`src/rtl/udma_stream_sink.sv`:
```
// Stream-to-L2 writer: buffers in-stream beats addressed to this instance and writes
// them into a circular L2 region, emitting a spoof notification beat for every write.
module udma_stream_sink #(
    parameter int L2_AWIDTH_NOAL  = 16,
    parameter int DATA_WIDTH      = 32,
    parameter int STREAM_ID_WIDTH = 2,
    parameter int INST_ID         = 0,
    parameter int BUFFER_DEPTH    = 4
) (
    input  logic                       clk_i,
    input  logic                       rst_i,
    input  logic                       cmd_clr_i,
    input  logic                       cfg_start_i,
    input  logic [L2_AWIDTH_NOAL-1:0]  cfg_addr_i,
    input  logic [L2_AWIDTH_NOAL-1:0]  cfg_size_i,
    input  logic [STREAM_ID_WIDTH-1:0] in_stream_dest_i,
    input  logic [DATA_WIDTH-1:0]      in_stream_data_i,
    input  logic [1:0]                 in_stream_datasize_i,
    input  logic                       in_stream_valid_i,
    input  logic                       in_stream_sot_i,
    input  logic                       in_stream_eot_i,
    output logic                       in_stream_ready_o,
    output logic                       rx_ch_valid_o,
    output logic [L2_AWIDTH_NOAL-1:0]  rx_ch_addr_o,
    output logic [DATA_WIDTH-1:0]      rx_ch_data_o,
    output logic [1:0]                 rx_ch_datasize_o,
    input  logic                       rx_ch_ready_i,
    output logic                       spoof_req_o,
    output logic                       spoof_gnt_o,
    output logic [L2_AWIDTH_NOAL-1:0]  spoof_addr_o,
    output logic [STREAM_ID_WIDTH-1:0] spoof_dest_o,
    output logic [1:0]                 spoof_datasize_o,
    output logic                       busy_o,
    output logic                       done_o,
    output logic [L2_AWIDTH_NOAL-1:0]  bytes_o
);

    localparam int AW    = L2_AWIDTH_NOAL;
    localparam int PTR_W = $clog2(BUFFER_DEPTH);
    localparam int ENT_W = DATA_WIDTH + 3;
    localparam logic [STREAM_ID_WIDTH-1:0] DEST_ID = STREAM_ID_WIDTH'(INST_ID);

    typedef enum logic [1:0] {IDLE, RUN, DRAIN} state_t;

    state_t state, state_nxt;

    logic [ENT_W-1:0]      mem [BUFFER_DEPTH];
    logic [PTR_W:0]        wr_ptr, rd_ptr;
    logic                  fifo_empty, fifo_full, push, pop, start_ok;
    logic [ENT_W-1:0]      head;
    logic [DATA_WIDTH-1:0] head_data;
    logic [1:0]            head_size;
    logic                  head_eot;

    logic [AW-1:0]         base_q, size_q, offset_q, bytes_q, wr_addr;
    logic                  spoof_vld_p0;
    logic [AW-1:0]         spoof_addr_p0;
    logic [1:0]            spoof_size_p0;
    logic                  sot_unused;

    function automatic logic [AW-1:0] size_to_inc(input logic [1:0] ds);
        case (ds)
            2'b00:   return AW'(1);
            2'b01:   return AW'(2);
            default: return AW'(4);
        endcase
    endfunction

    // Wrap is an exact >= compare on the unwrapped sum, so a straddling write still goes out.
    function automatic logic [AW-1:0] next_offset(input logic [AW-1:0] off,
                                                  input logic [AW-1:0] inc,
                                                  input logic [AW-1:0] size);
        logic [AW:0] nxt;
        nxt = {1'b0, off} + {1'b0, inc};
        if ((size != '0) && (nxt >= {1'b0, size}))
            return '0;
        return nxt[AW-1:0];
    endfunction

    assign sot_unused = in_stream_sot_i;

    assign fifo_empty = (wr_ptr == rd_ptr);
    assign fifo_full  = (wr_ptr[PTR_W] != rd_ptr[PTR_W]) &&
                        (wr_ptr[PTR_W-1:0] == rd_ptr[PTR_W-1:0]);
    assign head       = mem[rd_ptr[PTR_W-1:0]];
    assign head_data  = head[ENT_W-1:3];
    assign head_size  = head[2:1];
    assign head_eot   = head[0];
    assign push       = in_stream_valid_i & in_stream_ready_o;
    assign pop        = ~fifo_empty & rx_ch_ready_i;
    assign start_ok   = (state == IDLE) & cfg_start_i & ~cmd_clr_i;
    assign wr_addr    = base_q + offset_q;

    always_ff @(posedge clk_i or posedge rst_i) begin
        if (rst_i)
            state <= IDLE;
        else
            state <= state_nxt;
    end

    always_comb begin
        state_nxt = state;
        case (state)
            IDLE:    if (cfg_start_i) state_nxt = RUN;
            RUN:     if (push && in_stream_eot_i) state_nxt = DRAIN;
            DRAIN:   if (pop && head_eot) state_nxt = IDLE;
            default: state_nxt = IDLE;
        endcase
        if (cmd_clr_i)
            state_nxt = IDLE;
    end

    always_comb begin
        busy_o            = (state != IDLE);
        in_stream_ready_o = (state == RUN) & ~fifo_full & (in_stream_dest_i == DEST_ID);
        done_o            = (state == DRAIN) & pop & head_eot & ~cmd_clr_i;
    end

    // FIFO pointers (control) and storage (data, not reset)
    always_ff @(posedge clk_i or posedge rst_i) begin
        if (rst_i) begin
            wr_ptr <= '0;
            rd_ptr <= '0;
        end else if (cmd_clr_i) begin
            wr_ptr <= '0;
            rd_ptr <= '0;
        end else begin
            if (push) wr_ptr <= wr_ptr + (PTR_W+1)'(1);
            if (pop)  rd_ptr <= rd_ptr + (PTR_W+1)'(1);
        end
    end

    always_ff @(posedge clk_i) begin
        if (push)
            mem[wr_ptr[PTR_W-1:0]] <= {in_stream_data_i, in_stream_datasize_i, in_stream_eot_i};
    end

    // Ring configuration survives a clear; only start reloads it
    always_ff @(posedge clk_i) begin
        if (start_ok) begin
            base_q <= cfg_addr_i;
            size_q <= cfg_size_i;
        end
    end

    always_ff @(posedge clk_i or posedge rst_i) begin
        if (rst_i) begin
            offset_q <= '0;
            bytes_q  <= '0;
        end else if (cmd_clr_i || start_ok) begin
            offset_q <= '0;
            bytes_q  <= '0;
        end else if (pop) begin
            offset_q <= next_offset(offset_q, size_to_inc(head_size), size_q);
            bytes_q  <= bytes_q + size_to_inc(head_size);
        end
    end

    // Stage p0: spoof notification for the write handshaked last cycle
    always_ff @(posedge clk_i or posedge rst_i) begin
        if (rst_i)
            spoof_vld_p0 <= 1'b0;
        else
            spoof_vld_p0 <= pop & ~cmd_clr_i;
    end

    always_ff @(posedge clk_i) begin
        if (pop) begin
            spoof_addr_p0 <= wr_addr;
            spoof_size_p0 <= head_size;
        end
    end

    assign rx_ch_valid_o    = ~fifo_empty;
    assign rx_ch_addr_o     = fifo_empty ? '0 : wr_addr;
    assign rx_ch_data_o     = fifo_empty ? '0 : head_data;
    assign rx_ch_datasize_o = fifo_empty ? '0 : head_size;

    assign spoof_req_o      = spoof_vld_p0;
    assign spoof_gnt_o      = spoof_vld_p0;
    assign spoof_addr_o     = spoof_vld_p0 ? spoof_addr_p0 : '0;
    assign spoof_datasize_o = spoof_vld_p0 ? spoof_size_p0 : '0;
    assign spoof_dest_o     = DEST_ID;
    assign bytes_o          = bytes_q;

endmodule

```
`config.mk`:
```
export PLATFORM = sky130hd
export DESIGN_NAME = udma_stream_sink
export DESIGN_NICKNAME = d
export VERILOG_FILES = /design/src/rtl/udma_stream_sink.sv
export SDC_FILE = /design/constraint.sdc
export NUM_CORES = 1
export LEC_CHECK = 0
export CORE_ASPECT_RATIO = 0.8
export CORE_UTILIZATION = 54
export DETAILED_ROUTE_END_ITERATION = 10
export PLACE_DENSITY = 0.77
export SLEW_MARGIN = 5
export SYNTH_ARGS = -nofsm -noshare
export SYNTH_HDL_FRONTEND = slang
export SYNTH_SLANG_ARGS = --single-unit
```
`constraint.sdc`:
```
create_clock -name clk_i -period 5.5 [get_ports clk_i]
set_input_delay 1.1 -clock clk_i [delete_from_list [all_inputs] [get_ports clk_i]]
set_output_delay 1.1 -clock clk_i [all_outputs]
set_load 0.02 [all_outputs]
```
==> impl_metrics.env <==
export IMPL_criticalPathCategory="flop to output pin"
export IMPL_ios=168
export IMPL_vias_per_cell=5.62
export IMPL_synth_yosys_seq_area_share_pct=63.0
export IMPL_postCtsHoldBufs=0
export IMPL_syn_cell_area_um2=10700
export IMPL_dieWidth_um=159
export IMPL_switching_share_pct=21.0
export IMPL_powerDensity_nw_per_um2=284
export IMPL_globalplace_congestion=0.826
export IMPL_drtAntennaViolNets=0
export IMPL_p_switching_uw=800
export IMPL_worst_pin_slew_ns=0.970
export IMPL_path_cells="inv_1 > fa_1 > nor2b_1 > o2111ai_1 > a31oi_1 > a211o_1 > a21oi_1 > o21ai_0 > xor2_1 > and2_1 > clkdlybuf4s50_1"
export IMPL_cts_resized=0
export IMPL_synth_cell_types=66
export IMPL_synth_edf_count=190
export IMPL_share_comb_of_total_power_pct=7.1
export IMPL_vias=6715
export IMPL_coreArea_um2=19200
export IMPL_fp_dieArea_um2=20400
export IMPL_clk_path_buf_depth=3
export IMPL_r2r_slack_ns=0.71
export IMPL_drc=0
export IMPL_synth_seq_cells=231
export IMPL_end_kind="output pin"
export IMPL_crit_path_top_delay_cell="clkdlybuf4s50_1"
export IMPL_period_share_pct=87.7
export IMPL_syn2layout_area_growth_pct=25.4
export IMPL_drive_above_1_share_pct=11.7
export IMPL_wirelength_um=22800
export IMPL_vdd_drop_max_mv=0.252
export IMPL_ys_flop_type="edfxtp_1"
export IMPL_place_hpwl_um=15300
export IMPL_slowest_delay_ns=0.60
export IMPL_antenna_found_initial=1
export IMPL_start_kind="flop"
export IMPL_clkPwrFrac_pct=42.3
export IMPL_avgSynthCellArea_um2=14.3
export IMPL_maxCapViolCount=0
export IMPL_arrival_ns=3.72
export IMPL_holdCritStartpoint="state[1]"
export IMPL_relSlewSlack_pct=35.3
export IMPL_synthCells=747
export IMPL_tns_ns=0
export IMPL_core_rowCount=45
export IMPL_cts_made_buffers=25
export IMPL_clock_sinks=231
export IMPL_path_clk_slew_ns=0.06
export IMPL_io_buffer_count=164
export IMPL_grt_pass1_vias=6896
export IMPL_fin_crit_ns=4.82
export IMPL_yosysWarnings=0
export IMPL_maxSlewViolCount=0
export IMPL_critPathMaxFanout=5
export IMPL_yosys_top_cells_area="edfxtp_1, dfrtp_1, mux4_2, ha_1, nor2b_1"
export IMPL_grt_util_all_layers_pct=22.8
export IMPL_sequentialPowerShare_pct=50.7
export IMPL_required_ns=4.40
export IMPL_fmax_ghz=0.207
export IMPL_synthTopCellsByCount="edfxtp_1, nand2_1, ha_1"
export IMPL_skew_ns=0.00735
export IMPL_postCtsSetupBuffers=0
export IMPL_gr_total_overflow=0
export IMPL_p_leak_nw=4.89
export IMPL_place_inst=1150
export IMPL_yosysTopAreaCellShare_pct=53.4
export IMPL_synth_top_area_cell="edfxtp_1"
export IMPL_outcome="finished clean"
export IMPL_place_ws_ns=0.781
export IMPL_finalNonFillerCells=1195
export IMPL_diodes=0
export IMPL_cts_root_buffer="clkbuf_16"
export IMPL_routedWlPerCell_um=19.1
export IMPL_hold_viol=0
export IMPL_clock_latency_ns=0.52
export IMPL_grt_max_degree=42
export IMPL_die_height_um=128
export IMPL_ctsHtreeMaxLevel=1
export IMPL_drtPass1Iterations=5
export IMPL_setup_violations=0
export IMPL_yosysMostFrequentCell="edfxtp_1"
export IMPL_hold_path_class="flop to flop"
export IMPL_fin_nets=1038
export IMPL_cts_tree="built"
export IMPL_setup_slack_ns=0.675
export IMPL_cp_startpoint="offset_q[1]"
export IMPL_initial_utilization_pct=55.7
export IMPL_p_int_mw=3.00
export IMPL_drt_iter0_markers=457
export IMPL_rsz0062_at_grt="no"
export IMPL_r2r_start="rd_ptr[1]"
export IMPL_synthArstFlopShare_pct=17.7
export IMPL_grt_pass1_wl_um=36100
[sequential cells by signal, indices dropped and copies added, names as in the netlist]
name / count
base_q: 16
bytes_o: 16
mem: 140
offset_q: 16
rd_ptr: 3
size_q: 16
spoof_addr_p0: 16
spoof_gnt_o: 1
spoof_size_p0: 2
state: 2
wr_ptr: 3
[metrics by stage]
| stage | util, % | total power [mW] | instance area (um2) | hold WS (ns) |
|---|---|---|---|---|
| 6_report | 69.8 | 3.80 | 13400 | 0.513 |
| 5_1_grt | 69.8 | 3.92 | 13400 | 0.541 |
| 4_1_cts | 69.8 | 3.83 | 13400 | 0.505 |
| 3_5_place_dp | 65.6 | 2.23 | 12600 | 0.517 |
| 3_3_place_gp | 65.6 | 2.22 | 12600 | 0.480 |
| 2_1_floorplan | - | 2.09 | 10700 | 0.460 |
[cell usage in the layout (no fill, tap or decap), types with 20 or more instances in the layout]
| cell type | netlist | routed |
|---|---|---|
| a21oi_1 | 27 | 27 |
| and2_1 | 36 | 36 |
| clkbuf_16 | 0 | 26 |
| clkdlybuf4s50_1 | 0 | 164 |
| dfrtp_1 | 41 | 39 |
| edfxtp_1 | 190 | 190 |
| ha_1 | 42 | 42 |
| inv_1 | 37 | 37 |
| mux4_2 | 34 | 34 |
| nand2_1 | 47 | 47 |
| nand3_1 | 20 | 20 |
| nor2_1 | 34 | 33 |
| nor2b_1 | 41 | 41 |
| xnor2_1 | 23 | 23 |
| xor2_1 | 27 | 27 |
[worst max-delay path: cells and delay by family, from the launching register on]
| kind | cells | cell delay (ns) |
|---|---|---|
| xor+xnor | 1 | 0.19 |
| fa+ha+maj | 1 | 0.47 |
| buf+inv | 2 | 0.77 |
| simple gates | 2 | 0.34 |
| flops | 1 | 0.47 |
| compound gates | 5 | 0.97 |
[layout make-up]
type / instances / area (um2)
flip-flops and latches: 231 / 6730
inverters: 37 / 139
well taps: 258 / 323
clock inverters: 9 / 81.3
clock buffers: 36 / 718
repair buffers: 175 / 1720
fillers: 1266 / 5800
multi-input cells: 449 / 3680
[power by group through the flow]
stage	Combinational (mW)	Sequential, mW	Clock (mW)
2_1_floorplan	0.131	1.96	0
3_3_place_gp	0.260	1.96	0
3_5_place_dp	0.268	1.96	0
4_1_cts	0.270	1.93	1.63
5_1_grt	0.289	1.93	1.70
6_report	0.268	1.93	1.61
[per-layer routing]
layer	wire (um)	global-route usage, %
met1	9670	29.7
met2	10900	38.0
met3	1710	5.92
met4	528	7.07
met5	11	0
[kinds of logic after synthesis]
family / after synthesis / synth area share [%]
other cells: 1 / 0.0351
simple gates: 229 / 11.7
fa+ha+maj: 44 / 5.21
compound gates: 84 / 5.28
buf+inv: 68 / 2.79
mux: 40 / 7.90
flops: 231 / 63.0
xor+xnor: 50 / 4.10
[worst paths after layout]
path / endpoint / depth (start not counted)
min in group asynchronous: state[1] / 3
max in group asynchronous: rd_ptr[0] / 3
worst min-delay path: state[0] / 1
worst min register to register: state[0] / 1
worst max register to register: offset_q[11] / 16
worst max-delay path: rx_ch_addr_o[14] / 11
Power figures use the tool's default switching activity.
